==> config.mk <==
export PLATFORM = sky130hd
export DESIGN_NAME = antitheft_timer
export DESIGN_NICKNAME = d
export VERILOG_FILES = /design/src/rtl/antitheft_timer.sv
export SDC_FILE = /design/constraint.sdc
export NUM_CORES = 1
export LEC_CHECK = 0
export ABC_AREA = 1
export BUFFER_PORTS_ARGS = -buffer_cell sky130_fd_sc_hd__buf_2
export CAP_MARGIN = 20
export CORE_MARGIN = 5
export CORE_UTILIZATION = 41
export CTS_CLUSTER_SIZE = 40
export DETAILED_ROUTE_END_ITERATION = 7
export PLACE_DENSITY = 0.55
export SLEW_MARGIN = 20
export SYNTH_ARGS = -nofsm -noshare
export SYNTH_HDL_FRONTEND = slang
export SYNTH_SLANG_ARGS = --single-unit
export TNS_END_PERCENT = 20
==> constraint.sdc <==
create_clock -name clock -period 2.7 [get_ports clock]
set_input_delay 0 -clock clock [delete_from_list [all_inputs] [get_ports clock]]
set_output_delay 0 -clock clock [all_outputs]
set_load 0.05 [all_outputs]
==> src/rtl/antitheft_timer.sv <==
// ---------------------------------------------------------------------------
// antitheft_timer
//   Time base and programmable countdown serving the anti-theft alarm FSM.
//   A free-running divider produces a one-cycle tick every CLK_FREQ cycles.
//   The FSM requests a countdown with start_timer/interval; the selected
//   delay parameter is loaded and counted down once per tick, and expired
//   pulses for one cycle when it reaches zero. The four delay parameters
//   can be rewritten at run time through the reprogram port.
//
// Ports:
//   clock          in   system clock
//   reset          in   asynchronous, active-high reset
//   start_timer    in   load/run request (level, may be held)
//   interval[1:0]  in   parameter to load: 00 arm, 01 driver,
//                       10 passenger, 11 alarm-on
//   reprogram      in   single-cycle parameter write strobe
//   time_param_sel in   parameter index to write (same encoding)
//   time_value     in   new parameter value in seconds
//   one_hz_enable  out  one-cycle tick once per CLK_FREQ cycles
//   expired        out  one-cycle pulse when a countdown reaches zero
//   running        out  countdown active
//   remaining      out  seconds left in the active countdown
// ---------------------------------------------------------------------------
module antitheft_timer #(
  parameter int CLK_FREQ      = 50000000,
  parameter int DEF_ARM       = 6,
  parameter int DEF_DRIVER    = 8,
  parameter int DEF_PASSENGER = 15,
  parameter int DEF_ALARM     = 10
) (
  input  logic       clock,
  input  logic       reset,
  input  logic       start_timer,
  input  logic [1:0] interval,
  input  logic       reprogram,
  input  logic [1:0] time_param_sel,
  input  logic [3:0] time_value,
  output logic       one_hz_enable,
  output logic       expired,
  output logic       running,
  output logic [3:0] remaining
);

  localparam int DIV_W = (CLK_FREQ > 1) ? $clog2(CLK_FREQ) : 1;
  localparam logic [DIV_W-1:0] DIV_MAX = DIV_W'(CLK_FREQ - 1);

  logic [DIV_W-1:0] divider_q, divider_d;
  logic             start_q;
  logic [1:0]       interval_q;
  logic [3:0]       params_q [4];
  logic [3:0]       remaining_q, remaining_d;
  logic             running_q, running_d;
  logic             expired_q, expired_d;
  logic             tick;
  logic             loadEvent;
  logic [3:0]       loadValue;

  // Tick is decoded straight from the divider register so it is glitch-free.
  assign tick = (divider_q == DIV_MAX);

  // A load is a rising start request, or a new interval while start is held.
  assign loadEvent = start_timer && (!start_q || (interval != interval_q));

  // The load reads the parameter as it stood before any same-cycle write.
  assign loadValue = params_q[interval];

  // Next-state logic for the divider and the countdown. A load takes
  // priority over a coincident tick: the divider restarts and no decrement
  // happens. A zero load finishes immediately without waiting for a tick.
  always_comb begin
    divider_d   = (loadEvent || tick) ? '0 : divider_q + 1'b1;
    remaining_d = remaining_q;
    running_d   = running_q;
    expired_d   = 1'b0;
    if (loadEvent) begin
      remaining_d = loadValue;
      running_d   = (loadValue != 4'd0);
      expired_d   = (loadValue == 4'd0);
    end else if (tick && running_q) begin
      if (remaining_q > 4'd1) begin
        remaining_d = remaining_q - 4'd1;
      end else begin
        remaining_d = 4'd0;
        running_d   = 1'b0;
        expired_d   = 1'b1;
      end
    end
  end

  // Countdown state and the registered copies of the FSM request inputs.
  // Reset aborts any countdown without producing an expired pulse.
  always_ff @(posedge clock or posedge reset) begin
    if (reset) begin
      divider_q   <= '0;
      start_q     <= 1'b0;
      interval_q  <= 2'b00;
      remaining_q <= 4'd0;
      running_q   <= 1'b0;
      expired_q   <= 1'b0;
    end else begin
      divider_q   <= divider_d;
      start_q     <= start_timer;
      interval_q  <= interval;
      remaining_q <= remaining_d;
      running_q   <= running_d;
      expired_q   <= expired_d;
    end
  end

  // User-reprogrammable delay parameters. Writes never touch the countdown
  // already in progress; they only affect later loads.
  always_ff @(posedge clock or posedge reset) begin
    if (reset) begin
      params_q[0] <= 4'(DEF_ARM);
      params_q[1] <= 4'(DEF_DRIVER);
      params_q[2] <= 4'(DEF_PASSENGER);
      params_q[3] <= 4'(DEF_ALARM);
    end else if (reprogram) begin
      params_q[time_param_sel] <= time_value;
    end
  end

  assign one_hz_enable = tick;
  assign expired       = expired_q;
  assign running       = running_q;
  assign remaining     = remaining_q;

endmodule

Word level (Yosys, flattened, before mapping):

Index checks and enable logic that the tools add are counted.

* bitwise operators: 2
* reductions and logical operators: 10
* add/sub/neg operators: 2
* $lt $le $gt $ge: 4
* mux-type cells: 16
* eq/ne operators: 3

Operator list (count)
* $add A26 B1 Y26 const B: 1
* $eq A26 B26 Y1 const B: 1
* $mux W26: 1
* $mux W4: 6
* $bwmux W16: 1
* $bmux W4 S2: 1
* $demux W4 S2: 1
* $ge A3 B3 Y1 const B: 2
* $mux W1: 6
* $not A2 Y3: 2
* $gt A4 B1 Y1 const B: 1
* $logic_not A4 Y1: 1
* $reduce_bool A4 Y1: 1
* $sub A4 B1 Y4 const B: 1
* $logic_and A1 B1 Y1: 3
* $lt A3 B1 Y1 const B: 1
* $logic_or A1 B1 Y1: 2
* $ne A2 B2 Y1: 1
* $ne A2 B2 Y1 const B: 1
* $reduce_and A2 Y1: 1
* $reduce_bool A2 Y1: 1
* $logic_not A1 Y1: 1

* word-level logic and storage cells: 47
* input port bits: 12
* output and inout bits: 7
* register bits after elaboration: 51

Longest topological paths before layout:

Gate-level depths: netlist of the first run.

* depth in word-level cells: 6
* depth in mapped cells: 11
* gate-level depth less buffers: 10

Worst setup path before layout of the first run:

OpenSTA, ideal clock, no wires.

* path type: register -> output
* start point: register divider_q[0]
* end point: output port one_hz_enable
* data arrival time: 2.349 ns
* required time: 2.700 ns
* path slack: 0.351 ns
* buffers on the path: 0
* stages on the path, launching flop included: 6
* path through: dfrtp_1 ha_1 nand2_2 nor2_4 nand3_1 nor4_1

* longest elaborated chain between the ends: 1

RTL lines
* from (decl): line 47 `logic [DIV_W-1:0] divider_q, divider_d;`
* from (signal assigned): line 101 `divider_q <= divider_d;`
* $eq A26 B26 Y1: line 59 `assign tick = (divider_q == DIV_MAX);`
* to (decl): line 38 `output logic one_hz_enable,`

No other way between the ends.

Worst setup path after layout of the first run:

Same ends and word-level chain as after synthesis.

==> flow_metrics.env, run 1 <==
export IMPL_clk_path_buf_depth=2
export IMPL_final_cells=526
export IMPL_final_cell_mix="121 x nand2_1, 66 x nor2_1, 50 x inv_1"
export IMPL_cts_made_buffers=5
export IMPL_seq_area_frac_synth_pct=44.4
export IMPL_min_delay_start="time_param_sel[0]"
export IMPL_rows=30
export IMPL_tns_ns=0
export IMPL_drcViolationCount=0
export IMPL_htreeDepth=2
export IMPL_placedCellCount=510
export IMPL_ctsHoldBuffers=8
export IMPL_path_max_fanout=7
export IMPL_nets=444
export IMPL_fin_crit_sh_pct=67.9
export IMPL_grt_pass1_vias=2303
export IMPL_layout_drive_gt1_share_pct=13.0
export IMPL_reg2reg_depth=8
export IMPL_final_max_slew_viol_count=0
export IMPL_skew_ns=0.00808
export IMPL_synth_seq_cells=51
export IMPL_slowest_stage="dfrtp_1"
export IMPL_start_util_pct=42.5
export IMPL_grt_ovfl_total=0
export IMPL_r2r_start="divider_q[0]$_DFF_PP0_"
export IMPL_cp_arrival_ns=1.83
export IMPL_routed_wl_um=6360
export IMPL_grt_met2_usage_pct=22.6
export IMPL_finalSetupViolations=0
export IMPL_yosysTopAreaCell="dfrtp_1"
export IMPL_area_growth_pct=12.0
export IMPL_critPathMaxStageDelay_ns=0.40
export IMPL_cp_end_kind="output pin"
export IMPL_hold_path_depth=3
export IMPL_hold_path_class="input pin to register"
export IMPL_top_usage_layer="met1"
export IMPL_die_y_um=94.1
export IMPL_fmax_mhz=545
export IMPL_vdd_drop_max_mv=0.229
export IMPL_rsz0062_at_grt="no"
export IMPL_grt_max_degree=31
export IMPL_drv_cap=0
export IMPL_path_cells="ha_1 -> nand2_2 -> nor2_4 -> nand3_1 -> nor4_1 -> buf_2"
export IMPL_firstDrtPassIters=5
export IMPL_synthTopCellsByArea="dfrtp_1 36%, nand2_1 16%, nor2_1 8.5%"
export IMPL_placedInstanceArea_um2=3080
export IMPL_power_density_nw_per_um2=586
export IMPL_worstHoldEndpoint="params_q[11]$_DFFE_PP1P_"
export IMPL_rr_endpoint="divider_q[11]$_DFF_PP0_"
export IMPL_pre_cts_slack_ns=0.966
export IMPL_postCtsSetupBuffers=0
export IMPL_grt_use_met3_pct=2.16
export IMPL_vias=2434
export IMPL_fin_ws_ns=0.866
export IMPL_leakage_nw=1.50
export IMPL_clock_latency_ns=0.31
export IMPL_clkSlewWorstSetupHoldPaths_ns=0.11
export IMPL_cts_resized=0
export IMPL_ant_nets=0
export IMPL_die_w_um=94.1
export IMPL_ios=19
export IMPL_fin_area_um2=3250
export IMPL_worstSetupPathType="register to output pin"
export IMPL_wl_per_cell_um=12.1
export IMPL_min_period_ns=1.83
export IMPL_worstPathRequired_ns=2.70
export IMPL_syn_nets=414
export IMPL_status="completed"
export IMPL_final_hold_viol_count=0
export IMPL_total_power_mw=1.91
export IMPL_globalplace_congestion=0.858
export IMPL_synth_cells=399
export IMPL_antennaDiodeCount=0
export IMPL_drtIter0Drc=126
export IMPL_grt_util_met1_pct=24.1
export IMPL_grtUsageTotal_pct=15.7
export IMPL_cts_tree="built"
export IMPL_grt_pass1_wl_um=11000
export IMPL_antenna_found_initial=0
export IMPL_yosys_cell_types_count=30
export IMPL_max_slew_worst_pin_slew_ns=0.633
export IMPL_regToRegSetupSlack_ns=0.98
export IMPL_io_buffers=18
export IMPL_syn_area_um2=2900
export IMPL_die_area_um2=8860
export IMPL_synth_area_per_cell_um2=7.28
export IMPL_relSlewSlack_pct=57.7
export IMPL_viasPerCell=4.63
export IMPL_root_buffer="clkbuf_8"
export IMPL_synth_top_area_share_pct=36.2
export IMPL_cts_sinks=51
export IMPL_startpoint_type="register"
export IMPL_coreArea_um2=6830
export IMPL_yosysWarningCount=0
export IMPL_layout_commonest_cell="nand2_1"
export IMPL_place_hpwl_um=4790
==> routing by layer <==
metal	part of all wire, %	up-vias	routed length (um)
met1	54	1099	3460
li1	-	1298	-
met3	2.8	7	175
met4	1.1	0	71
met2	42	30	2650
met5	0	-	0
==> cells by family (layout without fill, tap and decap cells) <==
kind of cell | Yosys count | after routing | share of synthesized area [%]
AOI/OAI and AO/OA | 27 | 27 | 5.00
adders and majority gates | 3 | 3 | 1.29
xor gates and xnor gates | 12 | 12 | 3.62
buffers and inverters | 56 | 87 | 8.28
DFF | 51 | 51 | 44.4
and+or+nand+nor | 250 | 250 | 37.5
==> worst max path at each step <==
stage | start | end | slack (ns) | depth (start not counted)
after floorplan | divider_q[0]$_DFF_PP0_ | one_hz_enable | 0.35 | 5
after global placement | divider_q[0]$_DFF_PP0_ | divider_q[11]$_DFF_PP0_ | 1.03 | 8
after detailed placement | divider_q[0]$_DFF_PP0_ | divider_q[11]$_DFF_PP0_ | 0.97 | 8
after CTS | divider_q[0]$_DFF_PP0_ | one_hz_enable | 0.82 | 6
after global routing | divider_q[0]$_DFF_PP0_ | one_hz_enable | 0.71 | 6
final | divider_q[0]$_DFF_PP0_ | one_hz_enable | 0.87 | 6
==> where the power goes <==
group / switching [mW] / internal [mW]
registers: 0.0653 / 0.861
logic: 0.343 / 0.162
clock network: 0.283 / 0.191
==> worst max-delay path: cells and delay by family, from the launching register on <==
| kind | cells | cell delay (ns) |
|---|---|---|
| adder cells (fa/ha/maj) | 1 | 0.23 |
| buffers and inverters | 1 | 0.32 |
| flip-flops | 1 | 0.40 |
| AND/OR/NAND/NOR | 4 | 0.58 |
==> flip-flops by register name, indices dropped and copies added (netlist names) <==
name	count
expired	1
remaining	4
start_q	1
interval_q	2
params_q	16
running	1
divider_q	26
==> area by class of cell <==
type                       count  area [um^2]
fill                         748         3580
clock buffer                   5         68.8
multi-input combinational    292         1380
clock inverter                 3         26.3
tap                           96          120
inverter                      52          195
timing repair buffer          27          178
sequential                    51         1290
==> synthesized netlist by cell type <==
library cell and instances:
a21oi_1 1, a21oi_2 2, and2_1 1, buf_4 1, buf_6 2, buf_8 1
dfrtp_1 42, dfstp_2 9, ha_1 3, inv_1 51, inv_2 1, nand2_1 121
nand2_2 4, nand2_4 2, nand3_1 26, nand3_2 1, nand3b_1 1, nand4_1 5
nand4_2 1, nor2_1 66, nor2_2 3, nor2_4 3, nor3_1 13, nor3_2 1
nor4_1 1, o21ai_0 23, o21bai_1 1, or2_2 1, xnor2_1 6, xor2_1 6
==> through the flow <==
stage	util, %	hold WS (ns)
after floorplan	-	0.0314
after global placement	45.0	0.127
after detailed placement	45.0	0.127
after CTS	47.6	0.139
after global routing	47.6	0.156
final	47.6	0.137
(Power assumes the default switching activity.)
==> run 2, diff against run 1 <==
--- a/config.mk
+++ b/config.mk
@@ -12,7 +12,7 @@
 export CORE_UTILIZATION = 41
 export CTS_CLUSTER_SIZE = 40
 export DETAILED_ROUTE_END_ITERATION = 7
-export PLACE_DENSITY = 0.55
+export PLACE_DENSITY = 0.57
 export SLEW_MARGIN = 20
 export SYNTH_ARGS = -nofsm -noshare
 export SYNTH_HDL_FRONTEND = slang
==> constraint.sdc (replaced) <==
create_clock -name clock -period 1.6 [get_ports clock]
set_input_delay 0 -clock clock [delete_from_list [all_inputs] [get_ports clock]]
set_output_delay 0 -clock clock [all_outputs]
set_load 0.05 [all_outputs]
==> run 2 against run 1 <==
Effect of this change: the flow now finishes with violations (setup timing); cell count up 2.3%; register-to-register slack worse by 1.0 ns; final area increased by 5.6%; combinational power rose by 81%; critical path depth increased by 1; first-iteration DRC count up 52%; sequential share of layout area down 2.1 points; worst setup slack got worse by 1.0 ns; count of clock-buffer cells in the layout did not move; critical endpoint unchanged.
==> flow_metrics.env, run 2 (synthesis gave the netlist of run 1 again) <==
export IMPL_multi_input_area_um2=1460
export IMPL_critPathMaxStageDelay_ns=0.38
export IMPL_crit_path_start="divider_q[1]$_DFF_PP0_"
export IMPL_area_growth_pct=18.3
export IMPL_r2r_start="divider_q[1]$_DFF_PP0_"
export IMPL_min_period_ns=1.78
export IMPL_layout_commonest_cell="nand2_1"
export IMPL_clk_path_buf_depth=2
export IMPL_layout_drive_gt1_share_pct=16.3
export IMPL_start_util_pct=42.5
export IMPL_cts_tree="built"
export IMPL_clock_latency_ns=0.32
export IMPL_die_y_um=94.1
export IMPL_fmax_mhz=561
export IMPL_ant_nets=0
export IMPL_final_cells=538
export IMPL_place_hpwl_um=4700
export IMPL_largest_register_ffs=26
export IMPL_final_cell_mix="120 x nand2_1, 66 x nor2_1, 50 x inv_1"
export IMPL_worstSetupPathType="register to output pin"
export IMPL_leakage_nw=1.61
export IMPL_final_seq_area_um2=1290
export IMPL_coreArea_um2=6830
export IMPL_firstDrtPassIters=5
export IMPL_cp_arrival_ns=1.78
export IMPL_fin_crit_sh_pct=111
export IMPL_vdd_drop_max_mv=0.383
export IMPL_globalplace_congestion=0.836
export IMPL_hold_path_class="input pin to register"
export IMPL_skew_ns=0.00832
export IMPL_drtIter0Drc=192
export IMPL_grt_ovfl_total=0
export IMPL_path_cells="ha_2 -> nand2_2 -> nor2_4 -> buf_6 -> nand3_4 -> nor4_4 -> buf_6"
export IMPL_final_max_slew_viol_count=0
export IMPL_path_max_fanout=4
export IMPL_placedCellCount=518
export IMPL_max_slew_worst_pin_slew_ns=0.513
export IMPL_die_area_um2=8860
export IMPL_grt_pass1_wl_um=11100
export IMPL_antennaDiodeCount=0
export IMPL_rsz0062_at_grt="yes"
export IMPL_die_w_um=94.1
export IMPL_drcViolationCount=0
export IMPL_rows=30
export IMPL_viasPerCell=4.76
export IMPL_holdWs_ns=0.143
export IMPL_max_flop_register="divider_q"
export IMPL_clkSlewWorstSetupHoldPaths_ns=0.11
export IMPL_routed_wl_um=6760
export IMPL_root_buffer="clkbuf_8"
export IMPL_grtUsageTotal_pct=15.8
export IMPL_final_hold_viol_count=0
export IMPL_antenna_found_initial=0
export IMPL_status="finished, violations left"
export IMPL_power_density_nw_per_um2=957
export IMPL_final_util_pct=50.3
export IMPL_min_delay_start="time_param_sel[1]"
export IMPL_placedInstanceArea_um2=3160
export IMPL_cp_end_kind="output pin"
export IMPL_nets=456
export IMPL_total_power_mw=3.29
export IMPL_fin_ws_ns=-0.183
export IMPL_finalSetupViolations=6
export IMPL_cts_sinks=51
export IMPL_wl_per_cell_um=12.6
export IMPL_critPathTopFamily="simple AND/OR/NAND/NOR gates"
export IMPL_fillerInstances=724
export IMPL_ios=19
export IMPL_startpoint_type="register"
export IMPL_grt_max_degree=30
export IMPL_fin_area_um2=3430
export IMPL_htreeDepth=2
export IMPL_drv_cap=0
export IMPL_violations="setup timing"
export IMPL_cts_made_buffers=5
export IMPL_crit_buf_inv=2
export IMPL_regToRegSetupSlack_ns=-0.04
export IMPL_worstPathRequired_ns=1.60
export IMPL_cpMostUsedCell="buf_6"
export IMPL_relSlewSlack_pct=65.7
export IMPL_grt_pass1_vias=2326
export IMPL_io_buffers=18
export IMPL_slowest_stage="dfrtp_1"
export IMPL_vias=2562
==> run 2: what timing repair did <==
action,4_1_cts,5_1_grt
gates cloned,0,2
pin swaps,0,5
hold endpoints to repair,30,0
resized for setup,2,9
buffers inserted,0,2
hold buffers,8,0
endpoints found under the setup margin,1,32
==> run 2: final cells by class <==
| type | count | share of cell area, % |
|---|---|---|
| multi-input combinational | 294 | 42.5 |
| sequential | 51 | 37.5 |
| timing repair buffer | 37 | 8.02 |
| tap | 96 | 3.50 |
| clock buffer | 5 | 2.00 |
| clock inverter | 3 | 0.838 |
| inverter | 52 | 5.69 |
==> run 2: worst min-delay path, stage by stage <==
cell	delay, ns
buf_2	0.11
nand3_1	0.23
o21ai_0	0.12
==> run 2: layer usage <==
metal	track usage [%]	share of wire, %	vias to the layer above
li1	-	-	1327
met4	4.33	0.95	0
met5	0	0	-
met1	23.3	50	1160
met3	2.72	4.9	6
met2	23.7	44	69
==> run 2: path summary, 6_finish.rpt <==
check / end / cells after the start
max in group asynchronous: expired$_DFF_PP0_ / 4
setup / recovery: one_hz_enable / 7
hold reg to reg: params_q[8]$_DFFE_PP0P_ / 2
setup reg to reg: remaining[0]$_DFFE_PP0P_ / 10
min in group asynchronous: params_q[9]$_DFFE_PP0P_ / 3
hold / removal: params_q[6]$_DFFE_PP1P_ / 3
==> run 2: stage by stage <==
stage | TNS (ns) | setup WS [ns]
final | -0.368 | -0.183
after global routing | -1.15 | -0.274
after CTS | -0.148 | -0.148
after detailed placement | 0 | 0.0203
after global placement | 0 | 0.0586
after floorplan | -0.199 | -0.0640
==> run 2: where the power goes <==
group,total [mW],internal (mW),switching [mW]
logic,0.914,0.316,0.598
registers,1.56,1.45,0.112
clock network,0.808,0.325,0.483
total,3.29,2.09,1.19
